**config.mk**
```make
export PLATFORM = sky130hd
export DESIGN_NAME = uart_receiver
export DESIGN_NICKNAME = d
export VERILOG_FILES = /design/src/rtl/uart_receiver.sv
export SDC_FILE = /design/constraint.sdc
export NUM_CORES = 1
export LEC_CHECK = 0
export CAP_MARGIN = 10
export CORE_UTILIZATION = 57
export DETAILED_ROUTE_END_ITERATION = 8
export GPL_ROUTABILITY_DRIVEN = 0
export PLACE_DENSITY_LB_ADDON = 0.3
export SLEW_MARGIN = 10
export SYNTH_ARGS = -nofsm -noshare
export SYNTH_HDL_FRONTEND = slang
export SYNTH_SLANG_ARGS = --single-unit
```
**constraint.sdc**
```tcl
create_clock -name clk_50m -period 2.1 [get_ports clk_50m]
set_input_delay 0.63 -clock clk_50m [delete_from_list [all_inputs] [get_ports clk_50m]]
set_output_delay 0.63 -clock clk_50m [all_outputs]
set_load 0.02 [all_outputs]
```
**src/rtl/uart_receiver.sv**
```systemverilog
// -----------------------------------------------------------------------------
// uart_receiver
//
// 8N1 UART receive path, LSB first, line idle high. The raw serial input is
// brought into the clk_50m domain through a two-flop synchronizer. A falling
// edge on the synchronized line starts a frame. The start bit is re-sampled
// half a bit later to reject glitches. Data and stop bits are then sampled
// at the middle of each bit period. A good byte is presented on dout with a
// one-deep ready/acknowledge handshake.
//
// Parameters
//   CLKS_PER_BIT : clk_50m cycles per serial bit (434 -> 115200 baud @ 50 MHz)
//   HALF_BIT     : cycles from start-bit detection to the start-bit sample
//
// Ports
//   clk_50m   in   1  sole clock, rising edge
//   rst_n     in   1  asynchronous active-low reset
//   rx        in   1  asynchronous serial line
//   rd_en     in   1  consumer acknowledge; pops dout while rdy is set
//   dout      out  8  last good byte received
//   rdy       out  1  dout holds a byte not yet acknowledged
//   rx_busy   out  1  a frame is being received
//   frame_err out  1  single-cycle pulse when a stop bit is sampled low
//   overrun   out  1  sticky: a good byte was dropped because rdy was set
// -----------------------------------------------------------------------------
module uart_receiver #(
    parameter int CLKS_PER_BIT = 434,
    parameter int HALF_BIT     = CLKS_PER_BIT / 2
) (
    input  logic       clk_50m,
    input  logic       rst_n,
    input  logic       rx,
    input  logic       rd_en,
    output logic [7:0] dout,
    output logic       rdy,
    output logic       rx_busy,
    output logic       frame_err,
    output logic       overrun
);

    // The counter only ever has to hold 0 .. CLKS_PER_BIT-1. HALF_BIT is
    // below CLKS_PER_BIT, so the same width covers the start-bit wait.
    localparam int CNT_W = (CLKS_PER_BIT > 1) ? $clog2(CLKS_PER_BIT) : 1;

    localparam logic [CNT_W-1:0] CNT_ZERO  = CNT_W'(0);
    localparam logic [CNT_W-1:0] CNT_ONE   = CNT_W'(1);
    localparam logic [CNT_W-1:0] HALF_LAST = CNT_W'(HALF_BIT - 1);
    localparam logic [CNT_W-1:0] BIT_LAST  = CNT_W'(CLKS_PER_BIT - 1);

    typedef enum logic [1:0] {
        IDLE  = 2'd0,
        START = 2'd1,
        DATA  = 2'd2,
        STOP  = 2'd3
    } state_t;

    // Synchronizer chain. rx_s_r is the synchronized line that all decoding
    // uses. rx_prev_r is its one-cycle-old copy for falling-edge detection.
    logic             rx_meta_r;
    logic             rx_s_r;
    logic             rx_prev_r;
    logic             fall_s;

    state_t           state_r;
    state_t           state_s;
    logic [CNT_W-1:0] cnt_r;
    logic [CNT_W-1:0] cnt_s;
    logic [2:0]       bit_idx_r;
    logic [2:0]       bit_idx_s;
    logic [7:0]       shift_r;
    logic [7:0]       shift_s;
    logic             stop_good_s;
    logic             stop_bad_s;

    logic [7:0]       dout_r;
    logic             rdy_r;
    logic             rx_busy_r;
    logic             frame_err_r;
    logic             overrun_r;
    logic             pop_s;

    // Two-flop synchronizer plus edge-history flop. All three flops reset to
    // the idle line level, so reset never looks like a start bit.
    always_ff @(posedge clk_50m or negedge rst_n) begin
        if (!rst_n) begin
            rx_meta_r <= 1'b1;
            rx_s_r    <= 1'b1;
            rx_prev_r <= 1'b1;
        end else begin
            rx_meta_r <= rx;
            rx_s_r    <= rx_meta_r;
            rx_prev_r <= rx_s_r;
        end
    end

    // This is a real high-to-low transition. A line that stays low never
    // produces one, so a stuck-low line cannot start frame after frame.
    assign fall_s = rx_prev_r & ~rx_s_r;

    // FSM, bit-timing counter, bit index and shift register state.
    always_ff @(posedge clk_50m or negedge rst_n) begin
        if (!rst_n) begin
            state_r   <= IDLE;
            cnt_r     <= CNT_ZERO;
            bit_idx_r <= 3'd0;
            shift_r   <= 8'h00;
        end else begin
            state_r   <= state_s;
            cnt_r     <= cnt_s;
            bit_idx_r <= bit_idx_s;
            shift_r   <= shift_s;
        end
    end

    // Next-state logic. Each sampling state counts cycles up to its sample
    // point, then acts on rx_s_r and restarts the count for the next bit.
    always_comb begin
        state_s     = state_r;
        cnt_s       = cnt_r;
        bit_idx_s   = bit_idx_r;
        shift_s     = shift_r;
        stop_good_s = 1'b0;
        stop_bad_s  = 1'b0;

        case (state_r)
            IDLE: begin
                if (fall_s) begin
                    state_s = START;
                    cnt_s   = CNT_ZERO;
                end else begin
                    state_s = IDLE;
                end
            end

            START: begin
                if (cnt_r == HALF_LAST) begin
                    cnt_s     = CNT_ZERO;
                    bit_idx_s = 3'd0;
                    // A line that is already high again was a glitch.
                    if (rx_s_r == 1'b0) begin
                        state_s = DATA;
                    end else begin
                        state_s = IDLE;
                    end
                end else begin
                    cnt_s = cnt_r + CNT_ONE;
                end
            end

            DATA: begin
                if (cnt_r == BIT_LAST) begin
                    cnt_s              = CNT_ZERO;
                    shift_s[bit_idx_r] = rx_s_r;
                    if (bit_idx_r == 3'd7) begin
                        state_s = STOP;
                    end else begin
                        bit_idx_s = bit_idx_r + 3'd1;
                    end
                end else begin
                    cnt_s = cnt_r + CNT_ONE;
                end
            end

            STOP: begin
                if (cnt_r == BIT_LAST) begin
                    // Return to IDLE on the sample itself, so a start bit
                    // that follows at once is still caught.
                    state_s = IDLE;
                    cnt_s   = CNT_ZERO;
                    if (rx_s_r == 1'b1) begin
                        stop_good_s = 1'b1;
                    end else begin
                        stop_bad_s = 1'b1;
                    end
                end else begin
                    cnt_s = cnt_r + CNT_ONE;
                end
            end

            default: begin
                state_s = IDLE;
                cnt_s   = CNT_ZERO;
            end
        endcase
    end

    assign pop_s = rd_en & rdy_r;

    // Output holding register and handshake flags. A byte that lands in the
    // same cycle as an acknowledge replaces the popped byte directly.
    always_ff @(posedge clk_50m or negedge rst_n) begin
        if (!rst_n) begin
            dout_r      <= 8'h00;
            rdy_r       <= 1'b0;
            rx_busy_r   <= 1'b0;
            frame_err_r <= 1'b0;
            overrun_r   <= 1'b0;
        end else begin
            rx_busy_r   <= (state_s != IDLE);
            frame_err_r <= stop_bad_s;
            if (stop_good_s && (!rdy_r || rd_en)) begin
                dout_r    <= shift_r;
                rdy_r     <= 1'b1;
                // overrun can only be set while rdy is set, so clearing it
                // here matches both the empty case and the pop-and-reload case.
                overrun_r <= 1'b0;
            end else if (stop_good_s) begin
                overrun_r <= 1'b1;
            end else if (pop_s) begin
                rdy_r     <= 1'b0;
                overrun_r <= 1'b0;
            end else begin
                rdy_r     <= rdy_r;
                overrun_r <= overrun_r;
            end
        end
    end

    assign dout      = dout_r;
    assign rdy       = rdy_r;
    assign rx_busy   = rx_busy_r;
    assign frame_err = frame_err_r;
    assign overrun   = overrun_r;

endmodule

```
Word level (Yosys, flattened, before mapping). Index checks and enable logic that the tools add are counted.

Word-level logic and storage cells: 72. Input port bits: 4. Bits in registers: 37. ROM bits: 0. Latch bits: 0. Memory bits (writable): 0. Memories kept: 0.

Div/mod/pow operators: 0. Order comparisons: 2. Bitwise gates (word level): 3. Shifts and indexed selects: 0. Equality and inequality tests: 11. Multiplexer cells: 29. Reductions and logical operators: 13. Add/subtract/negate cells: 2. Multiply operators: 0.

Operators by type and width (count): $mux W9 (3); $pmux W9 S3 (1); $mux W1 (13); $mux W2 (5); $add A9 B1 Y9 const B (1); $eq A9 B8 Y1 const B (1); $eq A9 B9 Y1 const B (1); $mux W3 (3); $bwmux W8 (1); $ne A2 B2 Y1 const B (4); $pmux W2 S4 (1); $pmux W3 S2 (1); $reduce_bool A2 Y1 (3); $eq A2 B2 Y1 const B (2); $lt A3 B4 Y1 const B (1); $reduce_and A2 Y1 (2); $reduce_and A4 Y1 (1); $add A3 B1 Y3 const B (1); $demux W1 S3 (1); $eq A3 B3 Y1 const B (1); $ge A3 B1 Y1 const B (1); $reduce_bool A3 Y1 (1); $and A1 B1 Y1 (2); $eq A2 B1 Y1 const B (1); 7 further kinds (8).

Longest topological paths before layout.
Depth after elaboration: 6. Mapped depth: 7.

Worst setup path after synthesis. OpenSTA, ideal clock, no wires.

Path type: reg-to-reg. From: register cnt_r[1]. To: register shift_r[2]. Required time: 1975 ps. Stages on the path, launching flop included: 7. Path slack: 405 ps. Arrival time: 1570 ps. Period minus slack after synthesis: 1695 ps. Path buffers: 0. Cell sequence: dfrtp_1 > inv_1 > ha_1 > and4bb_4 > nand2_4 > nor4_1 > mux2_2.

Longest elaborated chain between the ends: 2.

RTL lines: from (decl) (RTL line 66) `logic [CNT_W-1:0] cnt_r;`; from (signal assigned) (RTL line 109) `cnt_r <= cnt_s;`; $eq A9 B9 Y1 (RTL line 151) `if (cnt_r == BIT_LAST) begin`; $reduce_and A2 Y1 (no line); to (signal assigned) (RTL line 111) `shift_r <= shift_s;`; to (decl) (RTL line 70) `logic [7:0] shift_r;`.

Every way passes these cells. A chain may end at the register's enable or synchronous reset.

Worst setup path after layout.
From: register dout_r[0] (netlist: dout[0]). To: output port dout[0].

RTL lines: from (decl) (RTL line 75) `logic [7:0] dout_r;`; from (signal assigned) (RTL line 202) `dout_r <= shift_r;`; to (decl) (RTL line 34) `output logic [7:0] dout,`.

No word-level cell between the ends.

==> load_flow_metrics.sql <==
INSERT INTO impl_metrics (metric_group, metric, value, unit) VALUES
('finish', 'area_growth_syn_to_layout', '14.7', '%'),
('critical_path', 'timing.critical_path.cells', 'clkdlybuf4s50_1', ''),
('timing', 'maxSlewViolCount', '0', ''),
('pwr', 'p_comb_frac', '0.169', ''),
('placed_design', 'placement_stage_worst_setup_slack', '0.118', 'ns'),
('clock_network', 'cts.hold.buffers_added', '0', ''),
('yosys', 'synth_seq_area_share', '0.500', ''),
('critical_path', 'worst-path-stages', '1', ''),
('critical_path', 'critical_path.endpoint', 'dout[0]', ''),
('timing', 'pin_slew_with_the_least_headroom_to_its_limit', '0.457', 'ns'),
('critical_path', 'crit_arrival', '1.34', 'ns'),
('yosys', 'syn_area_per_cell', '11.0', 'sq um'),
('finish', 'final_cell_mix', '34 x sky130_fd_sc_hd__dfrtp_1, 24 x sky130_fd_sc_hd__nand2_1, 16 x sky130_fd_sc_hd__mux2_2', ''),
('critical_path', 'setup.worst_path.start_class', 'flop', ''),
('timing', 'max_freq', '0.508', 'GHz'),
('routing', 'wl_per_cell', '14.2', 'um'),
('critical_path', 'cpPeakStageDelay', '0.61', 'ns'),
('job', 'cap_viol_max_count', '0', ''),
('critical_path', 'crit-reg2reg-launch', 'cnt_r[1]', ''),
('worst_hold_path', 'hp-class', 'reg -> reg', ''),
('critical_path', 'total_buffers_and_inverters_traversed_by_the_critical_path', '1', ''),
('routing', 'dr_total_vias', '1372', ''),
('timing', 'finClkSkew', '0.0106', 'ns'),
('pwr', 'vdd_drop_max', '605', 'uV'),
('timing', 'hold_viol_final', '0', ''),
('pwr', 'cell_internal_pwr', '1.02', 'mW'),
('yosys', 'synth-seq-cells', '37', ''),
('yosys', 'postSynth.asyncResetShare', '1.00', ''),
('worst_hold_path', 'min-delay-start', 'rx_meta_r', ''),
('timing', 'timing.final.crit_share', '0.938', ''),
('floorplanning', 'floorplan.initialDensity', '0.604', ''),
('pwr', 'power.switching', '0.465', 'mW'),
('pwr', 'total_leakage_power', '0.969', 'nW'),
('global_route', 'grt_first_pass_wirelength', '5.94', 'mm'),
('yosys', 'netlist_area', '1860', 'sq um'),
('finish', 'num_antenna_cells', '0', ''),
('global_route', 'grt_max_degree', '38', ''),
('floorplanning', 'die_x', '59.1', 'um'),
('routing', 'drt_iter0_markers', '47', ''),
('critical_path', 'cp-end-kind', 'primary output', ''),
('clock_network', 'cts_made_buffers', '5', ''),
('clock_network', 'cts_root_buf', 'sky130_fd_sc_hd__clkbuf_4', ''),
('floorplanning', 'design.core.area', '3080', 'sq um'),
('finish', 'finalNetCount', '200', ''),
('clock_network', 'path_clk_slew', '0.12', 'ns'),
('global_route', 'track_usage', '0.228', ''),
('yosys', 'count_of_flip_flops_with_a_built_in_enable_after_synthesis', '0', ''),
('finish', 'layout-drive-gt1-share', '0.208', ''),
('clock_network', 'clock_sink_count', '37', ''),
('routing', 'drt-vias-per-instance', '5.81', ''),
('placed_design', 'dpl.hpwl', '2.38', 'mm'),
('status', 'status', 'finished, final reports clean', ''),
('pwr', 'seq_power_share', '0.585', ''),
('routing', 'drc', '0', ''),
('clock_network', 'cts_tree', 'done', ''),
('pwr', 'p_per_area', '696', 'nW/um^2'),
('critical_path', 'critPathSlowestCell', 'sky130_fd_sc_hd__clkdlybuf4s50_1', ''),
('floorplanning', 'core.rowCount', '20', ''),
('finish', 'most_common_library_cell_in_the_layout_ignoring_fill_and_taps', 'sky130_fd_sc_hd__dfrtp_1', ''),
('placed_design', 'place.port_buffers', '15', ''),
('pwr', 'clock_power_share', '0.245', ''),
('global_route', 'number_of_antenna_violations_at_the_first_check_in_global_routing', '0', ''),
('timing', 'relSlewSlack', '0.695', ''),
('critical_path', 'worst_path_dominant_cell_family', 'buffers and inverters', ''),
('routing', 'wirelength', '3.36', 'mm'),
('timing', 'finalWorstSetupSlack', '0.131', 'ns'),
('critical_path', 'criticalPathCategory', 'reg -> out', ''),
('timing', 'finalSetupViolCount', '0', ''),
('critical_path', 'r2r-end', 'shift_r[2]', ''),
('critical_path', 'reg2reg_slack', '0.18', 'ns'),
('global_route', 'globalRouteOverflowTotal', '0', '');
state kept, by name, indices dropped and copies added (netlist names), 2 cells and up:
signal / count
shift_r: 8
state_r: 2
bit_idx_r: 3
cnt_r: 9
dout: 8
worst min path at each step:
| stage | endpoint | slack (ns) | cells past startpoint |
|---|---|---|---|
| detailed placement | rx_s_r | 0.35 | 0 |
| global route | rx_s_r | 0.37 | 0 |
| global placement | rx_s_r | 0.35 | 0 |
| floorplan | bit_idx_r[0] | 0.33 | 0 |
| CTS | rx_s_r | 0.37 | 0 |
| finish | rx_s_r | 0.37 | 0 |
cell type report:
class | instances | area [sq um]
Clock buffer | 5 | 37.5
Clock inverter | 3 | 17.5
Fill cell | 236 | 946
Inverter | 5 | 18.8
Multi-Input combinational cell | 122 | 887
Sequential cell | 37 | 930
Tap cell | 44 | 55.1
Timing Repair Buffer | 20 | 186
timing repair:
action                     4_1_cts  5_1_grt
hold endpoints to repair         0        0
setup endpoints to repair        1        1
resized for setup                1        1
through the flow:
step	area (sq um)	utilization	cells	total power, mW	hold slack, ns
6_report	2130	0.693	236	1.48	0.366
5_1_grt	2130	0.693	236	1.58	0.370
4_1_cts	2130	0.691	236	1.50	0.369
3_5_place_dp	2070	0.673	228	1.13	0.347
3_3_place_gp	2070	0.673	228	1.10	0.349
2_1_floorplan	1860	-	169	1.05	0.334
per-layer routing:
metal	routed length, um	vias up	global-route usage
li1	-	661	-
met1	1560	670	0.301
met2	1610	35	0.365
met3	152	6	0.0611
met4	43	0	0.0782
met5	0	-	0
cells in the mapped netlist, types with 2 or more instances:
| cell type | number | area share |
|---|---|---|
| sky130_fd_sc_hd__dfstp_2 | 3 | 0.042 |
| sky130_fd_sc_hd__inv_1 | 5 | 0.010 |
| sky130_fd_sc_hd__o22ai_1 | 5 | 0.017 |
| sky130_fd_sc_hd__nor2_1 | 4 | 0.0081 |
| sky130_fd_sc_hd__o211ai_1 | 2 | 0.0081 |
| sky130_fd_sc_hd__nor3_1 | 8 | 0.022 |
| sky130_fd_sc_hd__ha_1 | 5 | 0.034 |
| sky130_fd_sc_hd__nand3_1 | 8 | 0.022 |
| sky130_fd_sc_hd__o21a_1 | 2 | 0.0081 |
| sky130_fd_sc_hd__o21ai_0 | 8 | 0.022 |
| sky130_fd_sc_hd__mux2_2 | 16 | 0.097 |
| sky130_fd_sc_hd__a211o_1 | 2 | 0.0094 |
| sky130_fd_sc_hd__a21oi_1 | 3 | 0.0081 |
| sky130_fd_sc_hd__dfrtp_1 | 34 | 0.46 |
| sky130_fd_sc_hd__buf_2 | 2 | 0.0054 |
| sky130_fd_sc_hd__nor2b_1 | 5 | 0.017 |
| sky130_fd_sc_hd__nor4_1 | 6 | 0.020 |
| sky130_fd_sc_hd__nand2b_1 | 3 | 0.010 |
| sky130_fd_sc_hd__nand2_1 | 24 | 0.048 |
power groups by stage:
stage / Clock (mW) / Sequential, mW / Combinational (mW)
4_1_cts: 0.380 / 0.866 / 0.252
5_1_grt: 0.405 / 0.882 / 0.291
6_report: 0.364 / 0.868 / 0.251
3_5_place_dp: 0 / 0.878 / 0.251
3_3_place_gp: 0 / 0.873 / 0.232
2_1_floorplan: 0 / 0.855 / 0.194
logic make-up after synthesis:
| family | Yosys count | share of synthesized area |
|---|---|---|
| fa+ha+maj | 5 | 0.0337 |
| simple gates | 69 | 0.212 |
| mux | 17 | 0.102 |
| xor+xnor | 1 | 0.00471 |
| compound gates | 30 | 0.121 |
| flops | 37 | 0.500 |
| buf+inv | 10 | 0.0256 |
Note: power is estimated with default switching activity, not from simulation.
